<file path="config.mk">
export PLATFORM = sky130hd
export DESIGN_NAME = scan_test_ctrl
export DESIGN_NICKNAME = d
export VERILOG_FILES = /design/src/rtl/scan_pkg.sv /design/src/rtl/scan_test_ctrl.sv
export SDC_FILE = /design/constraint.sdc
export NUM_CORES = 1
export LEC_CHECK = 0
export BUFFER_PORTS_ARGS = -buffer_cell sky130_fd_sc_hd__buf_2
export CORE_ASPECT_RATIO = 0.8
export CORE_MARGIN = 4
export CORE_UTILIZATION = 45
export CTS_BUF_LIST = sky130_fd_sc_hd__clkbuf_2 sky130_fd_sc_hd__clkbuf_4 sky130_fd_sc_hd__clkbuf_8
export CTS_CLUSTER_SIZE = 30
export DETAILED_ROUTE_END_ITERATION = 16
export GPL_TIMING_DRIVEN = 0
export MAX_ROUTING_LAYER = met4
export PLACE_DENSITY = 0.73
export SLEW_MARGIN = 40
export SYNTH_ARGS = -nofsm -noshare
export SYNTH_HDL_FRONTEND = slang
export SYNTH_SLANG_ARGS = --single-unit
</file>
<file path="constraint.sdc">
create_clock -name clk -period 1.5 [get_ports clk]
set_input_delay 0.15 -clock clk [delete_from_list [all_inputs] [get_ports clk]]
set_output_delay 0.15 -clock clk [all_outputs]
set_load 0.05 [all_outputs]
</file>
<file path="src/rtl/scan_pkg.sv">
// Shared types and defaults for the scan test controller.
package scan_pkg;

  localparam int unsigned ChainLenDefault = 3;

  typedef enum logic [2:0] {
    StIdle,
    StShiftIn,
    StCapture,
    StShiftOut,
    StDone
  } scan_state_t;

endpackage

</file>
<file path="src/rtl/scan_test_ctrl.sv">
// Scan test controller: load a vector serially, pulse one capture cycle, unload and
// compare the result against an expected vector under a care mask.
module scan_test_ctrl
  import scan_pkg::*;
#(
  parameter int unsigned CHAIN_LEN = ChainLenDefault
) (
  input  logic                 clk,
  input  logic                 reset,
  input  logic                 start,
  input  logic [CHAIN_LEN-1:0] load_vec,
  input  logic [CHAIN_LEN-1:0] expect_vec,
  input  logic [CHAIN_LEN-1:0] care_mask,
  input  logic                 scan_out,
  output logic                 scan_mode,
  output logic                 scan_in,
  output logic                 busy,
  output logic                 done,
  output logic                 pass,
  output logic [CHAIN_LEN-1:0] unload_vec
);

  localparam int unsigned CntW = $clog2(CHAIN_LEN + 1);
  localparam logic [CntW-1:0] CntLast = CntW'(CHAIN_LEN - 1);

  scan_state_t          state_q, state_d;
  logic [CntW-1:0]      cnt_q, cnt_d;
  logic [CHAIN_LEN-1:0] load_q, expect_q, mask_q;
  logic [CHAIN_LEN-1:0] cap_q, cap_d;
  logic [CHAIN_LEN-1:0] unload_q, unload_d;
  logic                 pass_q, pass_d;
  logic                 latch_en;
  logic [CHAIN_LEN-1:0] onehot;
  logic [CHAIN_LEN-1:0] cap_bit;

  // Next-state, counter, capture buffer and output decode.
  always_comb begin
    state_d    = state_q;
    cnt_d      = '0;
    cap_d      = cap_q;
    unload_d   = unload_q;
    pass_d     = pass_q;
    latch_en   = 1'b0;
    scan_mode  = 1'b0;
    scan_in    = 1'b0;
    busy       = 1'b1;
    done       = 1'b0;
    pass       = pass_q;
    unload_vec = unload_q;
    // Bit position addressed by the current shift cycle.
    onehot     = CHAIN_LEN'(1) << cnt_q;
    cap_bit    = scan_out ? (cap_q | onehot) : (cap_q & ~onehot);

    unique case (state_q)
      StIdle: begin
        busy = 1'b0;
        if (start) begin
          latch_en = 1'b1;
          cap_d    = '0;
          state_d  = StShiftIn;
        end
      end
      StShiftIn: begin
        scan_mode = 1'b1;
        scan_in   = |(load_q & onehot);
        if (cnt_q == CntLast) begin
          state_d = StCapture;
        end else begin
          cnt_d = cnt_q + 1'b1;
        end
      end
      StCapture: begin
        state_d = StShiftOut;
      end
      StShiftOut: begin
        scan_mode = 1'b1;
        cap_d     = cap_bit;
        if (cnt_q == CntLast) begin
          // Publish result and verdict together so both are valid during DONE.
          unload_d = cap_bit;
          pass_d   = &(~(cap_bit ^ expect_q) | ~mask_q);
          state_d  = StDone;
        end else begin
          cnt_d = cnt_q + 1'b1;
        end
      end
      StDone: begin
        done    = 1'b1;
        state_d = StIdle;
      end
      default: begin
        busy    = 1'b0;
        state_d = StIdle;
      end
    endcase
  end

  // State, counter and vector registers with synchronous reset.
  always_ff @(posedge clk) begin
    if (reset) begin
      state_q  <= StIdle;
      cnt_q    <= '0;
      load_q   <= '0;
      expect_q <= '0;
      mask_q   <= '0;
      cap_q    <= '0;
      unload_q <= '0;
      pass_q   <= 1'b0;
    end else begin
      state_q  <= state_d;
      cnt_q    <= cnt_d;
      cap_q    <= cap_d;
      unload_q <= unload_d;
      pass_q   <= pass_d;
      if (latch_en) begin
        load_q   <= load_vec;
        expect_q <= expect_vec;
        mask_q   <= care_mask;
      end
    end
  end

endmodule

</file>
=== Word level (Yosys, flattened, before mapping) ===
Index checks and enable logic that the tools add are counted.

* Bits in registers: 21
* Output and inout bits: 8

* Add/subtract/negate cells: 1
* Eq/ne operators: 8
* Shift-type cells: 1
* Mux-type cells: 13
* Bitwise operators: 9
* Reduce and logical (&&, ||, !) cells: 10

{| class="wikitable"
|+ Operators with widths
! operator !! number
|-
| $mux W3 || 5
|-
| $pmux W3 S4 || 1
|-
| $not A3 Y3 || 3
|-
| $and A3 B3 Y3 || 2
|-
| $eq A3 B2 Y1 const B || 2
|-
| $mux W1 || 6
|-
| $ne A2 B2 Y1 const B || 3
|-
| $or A3 B3 Y3 || 2
|-
| $pmux W3 S2 || 1
|-
| $reduce_and A3 Y1 || 2
|-
| $reduce_or A3 Y1 || 2
|-
| $reduce_and A2 Y1 || 2
|-
| $reduce_or A4 Y1 || 1
|-
| $eq A3 B1 Y1 const B || 1
|-
| $eq A3 B3 Y1 const B || 1
|-
| $logic_not A3 Y1 || 1
|-
| $shl A1 B2 Y3 const A || 1
|-
| $xor A3 B3 Y3 || 1
|-
| $add A2 B1 Y2 const B || 1
|-
| $eq A2 B2 Y1 const B || 1
|-
| $reduce_bool A2 Y1 || 1
|-
| $reduce_or A2 Y1 || 1
|-
| $not A1 Y1 || 1
|}

=== Longest topological paths before layout ===
Gate-level depths: netlist (run 1).

* Word-level depth: 8
* Mapped depth: 7
* Mapped depth without buffers: 6

=== Worst setup path before layout (run 1) ===
Ideal clock, no wire load.

* Path kind: register -> output
* Start: register cnt_q[0]
* End: output scan_in
* Arrival: 1,818 ps
* Slack: -468 ps
* Cell stages (with the launch flop): 6
* Path buffers: 1
* Path through: dfxtp_1 > inv_1 > ha_1 > buf_2 > a222oi_1 > nor3_1

* Word-level cells in the longest chain between the ends: 4

{| class="wikitable"
|+ RTL lines
! what !! RTL line !! source
|-
| start: declaration || scan_test_ctrl.sv:27 || <nowiki>logic [CntW-1:0] cnt_q, cnt_d;</nowiki>
|-
| start signal: assignment || scan_test_ctrl.sv:111 || <nowiki>cnt_q <= cnt_d;</nowiki>
|-
| $shl A1 B2 Y3 || scan_test_ctrl.sv:51 || <nowiki>onehot = CHAIN_LEN'(1) << cnt_q;</nowiki>
|-
| $and A3 B3 Y3 || scan_test_ctrl.sv:65 || <nowiki>scan_in = |(load_q & onehot);</nowiki>
|-
| $reduce_or A3 Y1 || scan_test_ctrl.sv:65 ||
|-
| $mux W1 || scan_test_ctrl.sv:54 || <nowiki>unique case (state_q)</nowiki>
|-
| end: declaration || scan_test_ctrl.sv:16 || <nowiki>output logic scan_in,</nowiki>
|}

Every way passes these cells.

=== Final worst setup path (run 1) ===
* Start: register cnt_q[1]
* End: output scan_in

The elaborated chain is that of the path after synthesis.

==> impl_summary.log, run 1 <==
INFO  metric fillCellCount = 184
INFO  metric met3_length = 124 um
INFO  metric post_synth.cell_area_avg = 8.79 um2
INFO  metric synthesis.instances = 108
INFO  metric worst_pin_slew = 451 ps
INFO  metric critical-path-top-delay-family = compound AO/OA/AOI/OAI gates
INFO  metric timing.final.max_slew_violations = 0
INFO  metric worst_hold_path_type = in2reg
INFO  metric fin_worst_skew = 11.0 ps
INFO  metric ys_top_cells_by_area = sky130_fd_sc_hd__dfxtp_1 44%, sky130_fd_sc_hd__nand2_1 9.5%, sky130_fd_sc_hd__a21oi_1 6.9%, sky130_fd_sc_hd__ha_1 4.0%, sky130_fd_sc_hd__xnor2_1 3.7%
INFO  metric clock_latency = 310 ps
INFO  metric top_routing_layer_used = met4
INFO  metric worst_setup_path_end_kind = output pin
INFO  metric cts_root_buffer_type = sky130_fd_sc_hd__clkbuf_4
INFO  metric routed-via-count = 820
INFO  metric stdcell_area = 1220 um2
INFO  metric drtAntennaViolNets = 0
INFO  metric die_span_in_x = 59.4 um
INFO  metric grt_pass1_wl = 3.13 mm
INFO  metric std_cell_rows = 14
INFO  metric finalCoreUtilization = 0.627
INFO  metric placed_cells = 152
INFO  metric status = complete, but fails checks
INFO  metric design.final.nets = 153
INFO  metric final.period_utilization = 1.10
INFO  metric place_area = 1090 um2
INFO  metric place_hpwl = 1.40 mm
INFO  metric wl = 1.90 mm
INFO  metric netlist-cell-type-count = 32
INFO  metric worstPathArrival = 1490 ps
INFO  metric timing.critical_path.cells = inv_2 > ha_4 > a222oi_1 > nor3_2 > buf_6
INFO  metric ctsHtreeMaxLevel = 1
INFO  metric fin_total_pwr = 1.03 mW
INFO  metric die_h = 49.1 um
INFO  metric total_leakage_power = 0.483 nW
INFO  metric cts_made_buffers = 3
INFO  metric die_area = 2910 um2
INFO  metric drive_gt1_frac = 0.382
INFO  metric synth_seq_area_share = 0.443
INFO  metric initial_utilization = 0.488
INFO  metric grtUsageTotal = 0.145
INFO  metric cp_num_buf_inv = 2
INFO  metric routedLengthMet1 = 944 um
INFO  metric setup.worst_path.class = reg2out
INFO  metric power_per_cell_area = 847 nW/um2
INFO  metric met2_length = 809 um
INFO  metric max_cap_violations = 0
INFO  metric timing.critical_path.slowest_cell_delay = 390 ps
INFO  metric yosysTopAreaCell = sky130_fd_sc_hd__dfxtp_1
INFO  metric final-setup-viol-count = 2
INFO  metric setup_repair_after_global_routing_missed_its_margin = true
INFO  metric detail_route.drc_violations = 0
INFO  metric report.final.hold_viol_count = 0
INFO  metric fmax = 0.608 GHz
INFO  metric grt_start_max_net_pins = 12
INFO  metric drt_iter0_drc = 20
INFO  metric antenna_violations_before_repair = 0
INFO  metric drt-wirelength-per-cell = 11.9 um
INFO  metric worst-endpoint-required = 1350 ps
INFO  metric grt_remaining_overflow = 0
INFO  metric finalCriticalPeriod = 1640 ps
INFO  metric start_kind = flip-flop
INFO  metric path_clk_slew = 120 ps
INFO  metric cpMaxStageDelayCell = sky130_fd_sc_hd__a222oi_1
INFO  metric placeableCoreArea = 1940 um2
INFO  metric syn_area = 950 um2
INFO  metric synth.yosys.warnings = 0
INFO  metric synth.ff_latch_count = 21
INFO  metric final-instance-count-excl-fill = 160
INFO  metric clkSinkCount = 21
INFO  metric io_pins = 21
INFO  metric worst_slack = -145 ps
INFO  metric first_global_vias = 660
INFO  metric crit_fanout = 2
INFO  metric synthesized_nets = 124
INFO  metric violated_checks = negative setup slack
INFO  metric syn_to_final_growth = 28.5%
INFO  metric cts_tree = done
INFO  metric slew_headroom = 0.699
INFO  metric synth_top_cell_area_share = 0.443
INFO  metric clock_tree_buffer_depth = 2
INFO  metric io_buffers = 20
INFO  metric totalNegativeSetupSlack = -150 ps
INFO  metric ir_drop = 0.000576 V
INFO  metric drt_first_pass_iters = 5
INFO  metric routed_via_density = 5.13
INFO  metric insertedDiodeCount = 0
INFO  metric gp_routability_congestion = 0.825
## path summary, 6_finish.rpt
check,start,endpoint,slack [ps],depth (start not counted)
worst max-delay path,cnt_q[1],scan_in,-140,5
worst min-delay path,reset,state_q[2],30,2
worst max register to register,cnt_q[0],pass,-10,6
worst min register to register,cnt_q[0],cnt_q[0],460,1
## cells by family (layout without fill, tap and decap cells)
| family | count (synthesis) | after routing | share of synthesized area |
|---|---|---|---|
| AO/OA/AOI/OAI | 23 | 23 | 0.149 |
| adder cells (fa/ha/maj) | 3 | 3 | 0.0395 |
| flip-flops | 21 | 21 | 0.443 |
| AND/OR/NAND/NOR | 45 | 45 | 0.246 |
| multiplexers | 3 | 3 | 0.0316 |
| buffers and inverters | 8 | 36 | 0.0448 |
| XOR/XNOR | 5 | 5 | 0.0461 |
## state kept, by name, summed over array words and instances, names as in the netlist
name	flops
state_q	3
pass	1
load_q	3
expect_q	3
cap_q	3
unload_vec	3
cnt_q	2
mask_q	3
## layout by cell type (no fill, tap or decap), types with 2 or more instances in the layout
cell	n
sky130_fd_sc_hd__a211oi_1	2
sky130_fd_sc_hd__a21oi_1	13
sky130_fd_sc_hd__buf_2	16
sky130_fd_sc_hd__buf_4	8
sky130_fd_sc_hd__buf_6	3
sky130_fd_sc_hd__clkbuf_1	2
sky130_fd_sc_hd__clkbuf_4	4
sky130_fd_sc_hd__dfxtp_1	18
sky130_fd_sc_hd__dfxtp_2	2
sky130_fd_sc_hd__ha_4	2
sky130_fd_sc_hd__inv_2	3
sky130_fd_sc_hd__mux2i_2	3
sky130_fd_sc_hd__nand2_1	24
sky130_fd_sc_hd__nand3b_1	2
sky130_fd_sc_hd__nor2_1	7
sky130_fd_sc_hd__o21ai_1	3
sky130_fd_sc_hd__xnor2_1	3
## per-layer routing
layer  vias up  track usage
met2        20        0.187
met1       365        0.205
met5         -            -
met3         4       0.0556
li1        431            -
met4         0       0.0453
## worst register-to-register path: stages (launching register included)
cell                      delay (ps)
sky130_fd_sc_hd__dfxtp_4         370
sky130_fd_sc_hd__inv_2            80
sky130_fd_sc_hd__ha_2            230
sky130_fd_sc_hd__mux2i_2         250
sky130_fd_sc_hd__xnor2_1         140
sky130_fd_sc_hd__a22oi_1         120
sky130_fd_sc_hd__a31o_2          230
## cell type report
cell class / instances / area [um2] / share of cell area
clock buffer: 4 / 30.0 / 0.0246
timing repair buffer: 25 / 155 / 0.127
multi-input combinational: 79 / 541 / 0.443
tap: 24 / 30.0 / 0.0246
buffer: 4 / 26.3 / 0.0215
sequential: 21 / 427 / 0.350
inverter: 3 / 11.3 / 0.00923
## cells in the mapped netlist
master and n:
sky130_fd_sc_hd__a211oi_1 2, sky130_fd_sc_hd__a21oi_1 13, sky130_fd_sc_hd__a21oi_2 1, sky130_fd_sc_hd__a222oi_1 1
sky130_fd_sc_hd__a22oi_1 1, sky130_fd_sc_hd__a31o_2 1, sky130_fd_sc_hd__and2_1 1, sky130_fd_sc_hd__and3_1 1
sky130_fd_sc_hd__and3_4 1, sky130_fd_sc_hd__buf_2 1, sky130_fd_sc_hd__buf_4 1, sky130_fd_sc_hd__buf_6 1
sky130_fd_sc_hd__clkbuf_1 2, sky130_fd_sc_hd__dfxtp_1 21, sky130_fd_sc_hd__ha_1 3, sky130_fd_sc_hd__inv_1 2
sky130_fd_sc_hd__inv_2 1, sky130_fd_sc_hd__mux2i_1 3, sky130_fd_sc_hd__nand2_1 24, sky130_fd_sc_hd__nand2b_4 1
sky130_fd_sc_hd__nand3_1 1, sky130_fd_sc_hd__nand3b_1 2, sky130_fd_sc_hd__nor2_1 8, sky130_fd_sc_hd__nor3_1 2
sky130_fd_sc_hd__nor3b_1 1, sky130_fd_sc_hd__nor4_1 1, sky130_fd_sc_hd__nor4b_1 1, sky130_fd_sc_hd__nor4b_4 1
sky130_fd_sc_hd__o21ai_1 3, sky130_fd_sc_hd__o311a_2 1, sky130_fd_sc_hd__xnor2_1 4, sky130_fd_sc_hd__xor2_1 1
## report_power, final
part           leakage, nW  switching [mW]  internal [mW]  total [mW]
Combinational        0.293          0.0860         0.0687       0.155
Sequential           0.172          0.0161          0.576       0.592
Clock               0.0184           0.165          0.122       0.287
Total                0.483           0.267          0.767        1.03
## through the flow
| step | setup slack (ps) | hold WS [ps] |
|---|---|---|
| after CTS | -164 | 25.9 |
| after floorplan | -43.6 | 234 |
| final | -145 | 30.2 |
| after detailed placement | -45.5 | 365 |
| after global routing | -236 | 33.3 |
| after global placement | -46.1 | 367 |
## timing repair
action / in CTS / in global routing
gates cloned: 0 / 0
pin swaps: 4 / 3
endpoints found under the setup margin: 7 / 4
resized for setup: 16 / 7
hold buffers: 0 / 0
setup buffers: 4 / 1
Power figures use the tool's default switching activity.
==> run 2, diff against run 1 <==
--- a/config.mk
+++ b/config.mk
@@ -5,6 +5,7 @@
 export SDC_FILE = /design/constraint.sdc
 export NUM_CORES = 1
 export LEC_CHECK = 0
+export ABC_AREA = 1
 export BUFFER_PORTS_ARGS = -buffer_cell sky130_fd_sc_hd__buf_2
 export CORE_ASPECT_RATIO = 0.8
 export CORE_MARGIN = 4
@@ -14,7 +15,7 @@
 export DETAILED_ROUTE_END_ITERATION = 16
 export GPL_TIMING_DRIVEN = 0
 export MAX_ROUTING_LAYER = met4
-export PLACE_DENSITY = 0.73
+export PLACE_DENSITY = 0.72
 export SLEW_MARGIN = 40
 export SYNTH_ARGS = -nofsm -noshare
 export SYNTH_HDL_FRONTEND = slang
==> run 2 against run 1 <==
  * Area after synthesis rose by 5.0%
  * First-iteration DRC count down 15%
  * Largest cell class unchanged
  * The flow still finishes with violations (negative setup slack)
  * Power increased by 18%
==> impl_summary.log, run 2 <==
INFO  metric die_h = 50.1 um
INFO  metric final-instance-count-excl-fill = 197
INFO  metric grtUsageTotal = 0.191
INFO  metric worst_pin_slew = 315 ps
INFO  metric place_area = 1130 um2
INFO  metric ctsHtreeMaxLevel = 1
INFO  metric netlist-cell-type-count = 20
INFO  metric synth_flop_cell = sky130_fd_sc_hd__dfxtp_1
INFO  metric syn_area = 997 um2
INFO  metric fin_worst_skew = 1.36 ps
INFO  metric ir_drop = 0.000687 V
INFO  metric finalCriticalPeriod = 1620 ps
INFO  metric post_synth.cell_area_avg = 7.17 um2
INFO  metric routed-via-count = 1039
INFO  metric yosysTopAreaCell = sky130_fd_sc_hd__dfxtp_1
INFO  metric max_cap_violations = 0
INFO  metric synth.top_cells.by_count = 25 x sky130_fd_sc_hd__nand2_1, 24 x sky130_fd_sc_hd__inv_1, 21 x sky130_fd_sc_hd__dfxtp_1
INFO  metric detail_route.drc_violations = 0
INFO  metric cpMaxStageDelayCell = sky130_fd_sc_hd__dfxtp_4
INFO  metric synthSimpleGateAreaFrac = 0.241
INFO  metric place_hpwl = 1.67 mm
INFO  metric cts_root_buffer_type = sky130_fd_sc_hd__clkbuf_4
INFO  metric setup.worst_path.class = reg2out
INFO  metric clock_latency = 320 ps
INFO  metric slew_headroom = 0.788
INFO  metric grt_start_max_net_pins = 13
INFO  metric postCtsHoldBufs = 0
INFO  metric fillCellCount = 171
INFO  metric start_kind = flip-flop
INFO  metric grt_remaining_overflow = 0
INFO  metric fraction_of_the_mapped_netlist_area_in_compound_gates = 0.173
INFO  metric clkSinkCount = 21
INFO  metric area.sequential = 439 um2
INFO  metric final.period_utilization = 1.08
INFO  metric drt_iter0_drc = 17
INFO  metric crit_fanout = 4
INFO  metric finalCoreUtilization = 0.697
INFO  metric synth-xor-area-share = 0
INFO  metric die_span_in_x = 60.6 um
INFO  metric stdcell_area = 1390 um2
INFO  metric path_clk_slew = 120 ps
INFO  metric synth_edf_count = 0
INFO  metric synthAdderAreaFrac = 0.0376
INFO  metric first_global_vias = 996
INFO  metric io_pins = 21
INFO  metric synth_mux_area_frac = 0
INFO  metric std_cell_rows = 14
INFO  metric cts_made_buffers = 3
INFO  metric total_leakage_power = 0.609 nW
INFO  metric synth_seq_area_share = 0.422
INFO  metric clock_tree_buffer_depth = 2
INFO  metric cp_num_buf_inv = 3
INFO  metric design.final.nets = 190
INFO  metric worst_setup_path_end_kind = output pin
INFO  metric die_area = 3040 um2
INFO  metric synth.ff_latch_count = 21
INFO  metric status = complete, but fails checks
INFO  metric drt_first_pass_iters = 4
INFO  metric postSynth.asyncResetShare = 0
INFO  metric ys_top_cells_by_area = sky130_fd_sc_hd__dfxtp_1 42%, sky130_fd_sc_hd__nand2_1 9.4%, sky130_fd_sc_hd__inv_1 9.0%, sky130_fd_sc_hd__a21oi_1 8.5%, sky130_fd_sc_hd__nand3_1 8.0%
INFO  metric grt_pass1_wl = 4.22 mm
INFO  metric syn_to_final_growth = 39.5%
INFO  metric cts_tree = done
INFO  metric synth.yosys.warnings = 0
INFO  metric fmax = 0.616 GHz
INFO  metric timing.final.max_slew_violations = 0
INFO  metric initial_utilization = 0.499
INFO  metric worstPathArrival = 1470 ps
INFO  metric routed_via_density = 5.27
INFO  metric multiInputGateArea = 541 um2
INFO  metric gp_routability_congestion = 0.850
INFO  metric critical-path-top-delay-family = simple AND/OR/NAND/NOR gates
INFO  metric io_buffers = 19
INFO  metric worst_hold_path_type = in2reg
INFO  metric hold_ws = 76.1 ps
INFO  metric final_common_cell = sky130_fd_sc_hd__nand2_1
INFO  metric report.final.hold_viol_count = 0
INFO  metric drive_gt1_frac = 0.393
INFO  metric insertedDiodeCount = 0
INFO  metric placeableCoreArea = 2000 um2
INFO  metric fin_total_pwr = 1.22 mW
INFO  metric setup_repair_after_global_routing_missed_its_margin = true
INFO  metric power_per_cell_area = 875 nW/um2
INFO  metric synthesized_nets = 155
INFO  metric worst_slack = -125 ps
INFO  metric main_combinational_cell_family_by_area_after_synthesis = simple AND/OR/NAND/NOR gates
INFO  metric timing.critical_path.cells = buf_12 > nand3_4 > inv_4 > or3_4 > buf_8
INFO  metric synth_top_cell_area_share = 0.422
INFO  metric timing.critical_path.slowest_cell_delay = 390 ps
INFO  metric violated_checks = negative setup slack
INFO  metric drt-wirelength-per-cell = 13.5 um
INFO  metric drtAntennaViolNets = 0
INFO  metric antenna_violations_before_repair = 0
INFO  metric synthMostInstantiatedCell = sky130_fd_sc_hd__nand2_1
INFO  metric final-setup-viol-count = 2
INFO  metric worst-endpoint-required = 1350 ps
INFO  metric layout_common_cells = 22 x sky130_fd_sc_hd__nand2_1, 19 x sky130_fd_sc_hd__inv_1, 19 x sky130_fd_sc_hd__buf_2
INFO  metric synthesis.instances = 139
INFO  metric placed_cells = 182
INFO  metric wl = 2.65 mm
run 2: cell type report:
class                      count  share of cell area
multi-input combinational     87               0.388
sequential                    21               0.316
timing repair buffer          30               0.154
inverter                      27              0.0827
tap                           24              0.0216
buffer                         4              0.0180
clock buffer                   3              0.0162
clock inverter                 1             0.00360
run 2: worst reg2reg max path, cell delays in order (launching register included):
cell,delay (ps)
sky130_fd_sc_hd__dfxtp_4,390
sky130_fd_sc_hd__inv_4,70
sky130_fd_sc_hd__ha_4,130
sky130_fd_sc_hd__buf_4,130
sky130_fd_sc_hd__clkinvlp_4,130
sky130_fd_sc_hd__nand2_1,120
sky130_fd_sc_hd__nand3_1,70
sky130_fd_sc_hd__nand3_1,80
sky130_fd_sc_hd__nand3_1,90
sky130_fd_sc_hd__a21oi_2,110
run 2: what timing repair did:
action                     CTS  global route
hold endpoints to repair     0             0
gates resized for setup     29            12
pin swaps                    5             6
setup endpoints to repair    2             4
setup buffers                8             3
run 2: cells by family after synthesis:
family / Yosys count
AOI/OAI and AO/OA: 33
adders and majority gates: 3
buffers and inverters: 31
DFF: 21
and+or+nand+nor: 51
run 2: metal layers:
| layer | up-vias | routed length, um | global-route usage |
|---|---|---|---|
| li1 | 515 | - | - |
| met1 | 492 | 1120 | 0.209 |
| met2 | 25 | 1360 | 0.315 |
| met3 | 7 | 113 | 0.0574 |
| met4 | 0 | 57 | 0.0794 |
| met5 | - | 0 | - |
run 2: path summary, 6_finish.rpt:
| check | start | to | slack, ps | depth (start not counted) |
|---|---|---|---|---|
| max | state_q[0] | busy | -120 | 5 |
| max reg2reg | cnt_q[0] | pass | 140 | 9 |
| min | reset | state_q[0] | 80 | 2 |
| min reg2reg | mask_q[0] | mask_q[0] | 460 | 2 |
run 2: stage by stage:
step	setup TNS (ps)	worst slack, ps
after CTS	-141	-92.9
after global routing	-285	-161
after floorplan	0	0.0629
after global placement	0	65.7
final	-148	-125
after detailed placement	0	41.2
run 2: where the power goes:
group | total (mW) | internal, mW | switching, mW
registers | 0.618 | 0.589 | 0.0288
logic | 0.309 | 0.135 | 0.174
clock network | 0.291 | 0.100 | 0.190
total | 1.22 | 0.824 | 0.393
==> run 3, diff against run 2 <==
--- a/config.mk
+++ b/config.mk
@@ -16,6 +16,7 @@
 export GPL_TIMING_DRIVEN = 0
 export MAX_ROUTING_LAYER = met4
 export PLACE_DENSITY = 0.72
+export SKIP_CTS_REPAIR_TIMING = 1
 export SLEW_MARGIN = 40
 export SYNTH_ARGS = -nofsm -noshare
 export SYNTH_HDL_FRONTEND = slang
==> run 3 against run 2 <==
  * The run still ends with negative setup slack left
  * Cell count shrank 1.5%
  * Count of clock-buffer cells in the layout is the same
  * Sequential cell count is the same
  * Cell area shrank 3.0%
  * Global-route usage shrank 2.5 points
  * Hold slack lost 1.4 ps
  * Combinational power shrank 9.1%
  * Critical path type unchanged
  * Critical endpoint unchanged
  * Largest cell class unchanged
==> impl_summary.log, run 3 (synthesized netlist as in run 2, its figures left out) <==
INFO  metric finalCriticalPeriod = 1620 ps
INFO  metric stdcell_area = 1350 um2
INFO  metric fin_worst_skew = 7.25 ps
INFO  metric worst_pin_slew = 257 ps
INFO  metric fmax = 0.615 GHz
INFO  metric place_area = 1130 um2
INFO  metric drt_iter0_drc = 25
INFO  metric antenna_violations_before_repair = 0
INFO  metric first_global_vias = 905
INFO  metric drtAntennaViolNets = 0
INFO  metric clkSinkCount = 21
INFO  metric worstPathArrival = 1470 ps
INFO  metric met2_usage = 0.269
INFO  metric max_cap_violations = 0
INFO  metric reg2reg_from = cnt_q[0]
INFO  metric clock_tree_buffer_depth = 2
INFO  metric p_int = 812 uW
INFO  metric placeableCoreArea = 2000 um2
INFO  metric path_clk_slew = 120 ps
INFO  metric final_common_cell = sky130_fd_sc_hd__nand2_1
INFO  metric setup.reg_to_reg.worst_slack = 110 ps
INFO  metric placed_cells = 182
INFO  metric critical_path.startpoint = state_q[0]
INFO  metric total_leakage_power = 0.591 nW
INFO  metric cts_tree = done
INFO  metric syn_to_final_growth = 35.4%
INFO  metric std_cell_rows = 14
INFO  metric io_buffers = 19
INFO  metric holdCritStartpoint = reset
INFO  metric report.final.hold_viol_count = 0
INFO  metric power_frac_clock = 0.237
INFO  metric gp_routability_congestion = 0.850
INFO  metric final-setup-viol-count = 2
INFO  metric portion_of_total_power_attributed_to_sequential_cells = 0.526
INFO  metric worst_slack = -125 ps
INFO  metric totalNegativeSetupSlack = -162 ps
INFO  metric place_hpwl = 1.67 mm
INFO  metric setup.worst_path.class = reg2out
INFO  metric power_per_cell_area = 878 nW/um2
INFO  metric routed-via-count = 1005
INFO  metric r2r_cells = 9
INFO  metric timing.final.max_slew_violations = 0
INFO  metric design.final.nets = 187
INFO  metric worst-endpoint-required = 1350 ps
INFO  metric switching_share = 0.315
INFO  metric p_switching = 374 uW
INFO  metric insertedDiodeCount = 0
INFO  metric timing.critical_path.to = busy
INFO  metric cts_root_buffer_type = sky130_fd_sc_hd__clkbuf_4
INFO  metric clock_latency = 320 ps
INFO  metric global_routing_usage_on_met1 = 0.190
INFO  metric violated_checks = negative setup slack
INFO  metric ir_drop = 0.000629 V
INFO  metric start_kind = flip-flop
INFO  metric grtUsageTotal = 0.166
INFO  metric layout_common_cells = 24 x sky130_fd_sc_hd__nand2_1, 19 x sky130_fd_sc_hd__inv_1, 19 x sky130_fd_sc_hd__buf_2
INFO  metric die_h = 50.1 um
INFO  metric ctsHtreeMaxLevel = 1
INFO  metric die_span_in_x = 60.6 um
INFO  metric detail_route.drc_violations = 0
INFO  metric crit_fanout = 5
INFO  metric worst_hold_path_type = in2reg
INFO  metric drive_gt1_frac = 0.365
INFO  metric grt_pass1_wl = 3.68 mm
INFO  metric wl = 2.40 mm
INFO  metric share_comb_of_total_power = 0.237
INFO  metric worst_setup_path_end_kind = output pin
INFO  metric status = complete, but fails checks
INFO  metric grt_remaining_overflow = 0
INFO  metric fillCellCount = 173
INFO  metric global_route.peak_usage_layer = met2
INFO  metric final-instance-count-excl-fill = 194
INFO  metric detailedPlace.worstSlack = 41.2 ps
INFO  metric drt_first_pass_iters = 4
INFO  metric routed_via_density = 5.18
INFO  metric slew_headroom = 0.830
INFO  metric initial_utilization = 0.499
INFO  metric final.period_utilization = 1.08
INFO  metric io_pins = 21
INFO  metric die_area = 3040 um2
INFO  metric regToRegEndpoint = pass
INFO  metric cts_made_buffers = 3
INFO  metric setup_repair_after_global_routing_missed_its_margin = true
INFO  metric grt_start_max_net_pins = 13
INFO  metric grt.met3_usage = 0.0548
INFO  metric drt-wirelength-per-cell = 12.4 um
-- run 3: area by class of cell --
type,instances,area [um2],area share
inverter,27,114,0.0843
timing repair buffer,27,179,0.133
sequential,21,439,0.325
multi-input combinational,87,536,0.397
tap,24,30.0,0.0222
buffer,4,25.0,0.0185
clock inverter,1,5.00,0.00371
clock buffer,3,22.5,0.0167
-- run 3: stage by stage --
step,power (mW),hold slack [ps],util
after floorplan,0.787,326,-
after global placement,0.839,423,0.568
after detailed placement,0.846,426,0.568
after CTS,1.12,76.1,0.581
after global routing,1.26,66.5,0.676
final,1.19,74.7,0.676
-- run 3: worst min path at each step --
stage / end / cells past startpoint
detailed placement: unload_vec[1] / 2
global route: state_q[0] / 2
global placement: unload_vec[0] / 2
finish: state_q[0] / 2
CTS: cap_q[2] / 2
floorplan: state_q[1] / 2
-- run 3: per-layer routing --
metal | vias up | share of wire
met1 | 472 | 0.44
met3 | 5 | 0.045
met4 | 0 | 0.017
met5 | - | 0
met2 | 20 | 0.49
li1 | 508 | -
-- run 3: worst max-delay path: stages (launching register included) --
cell and delay [ps]:
sky130_fd_sc_hd__dfxtp_4 440, sky130_fd_sc_hd__nor2_4 50, sky130_fd_sc_hd__inv_2 60, sky130_fd_sc_hd__o21ai_2 60
sky130_fd_sc_hd__or3_4 370, sky130_fd_sc_hd__buf_8 160
-- run 3: power groups by stage --
stage / Clock [mW] / Sequential [mW] / Combinational (mW)
floorplan: 0 / 0.625 / 0.162
global placement: 0 / 0.629 / 0.210
detailed placement: 0 / 0.630 / 0.215
CTS: 0.291 / 0.617 / 0.217
global route: 0.323 / 0.628 / 0.305
finish: 0.281 / 0.624 / 0.281
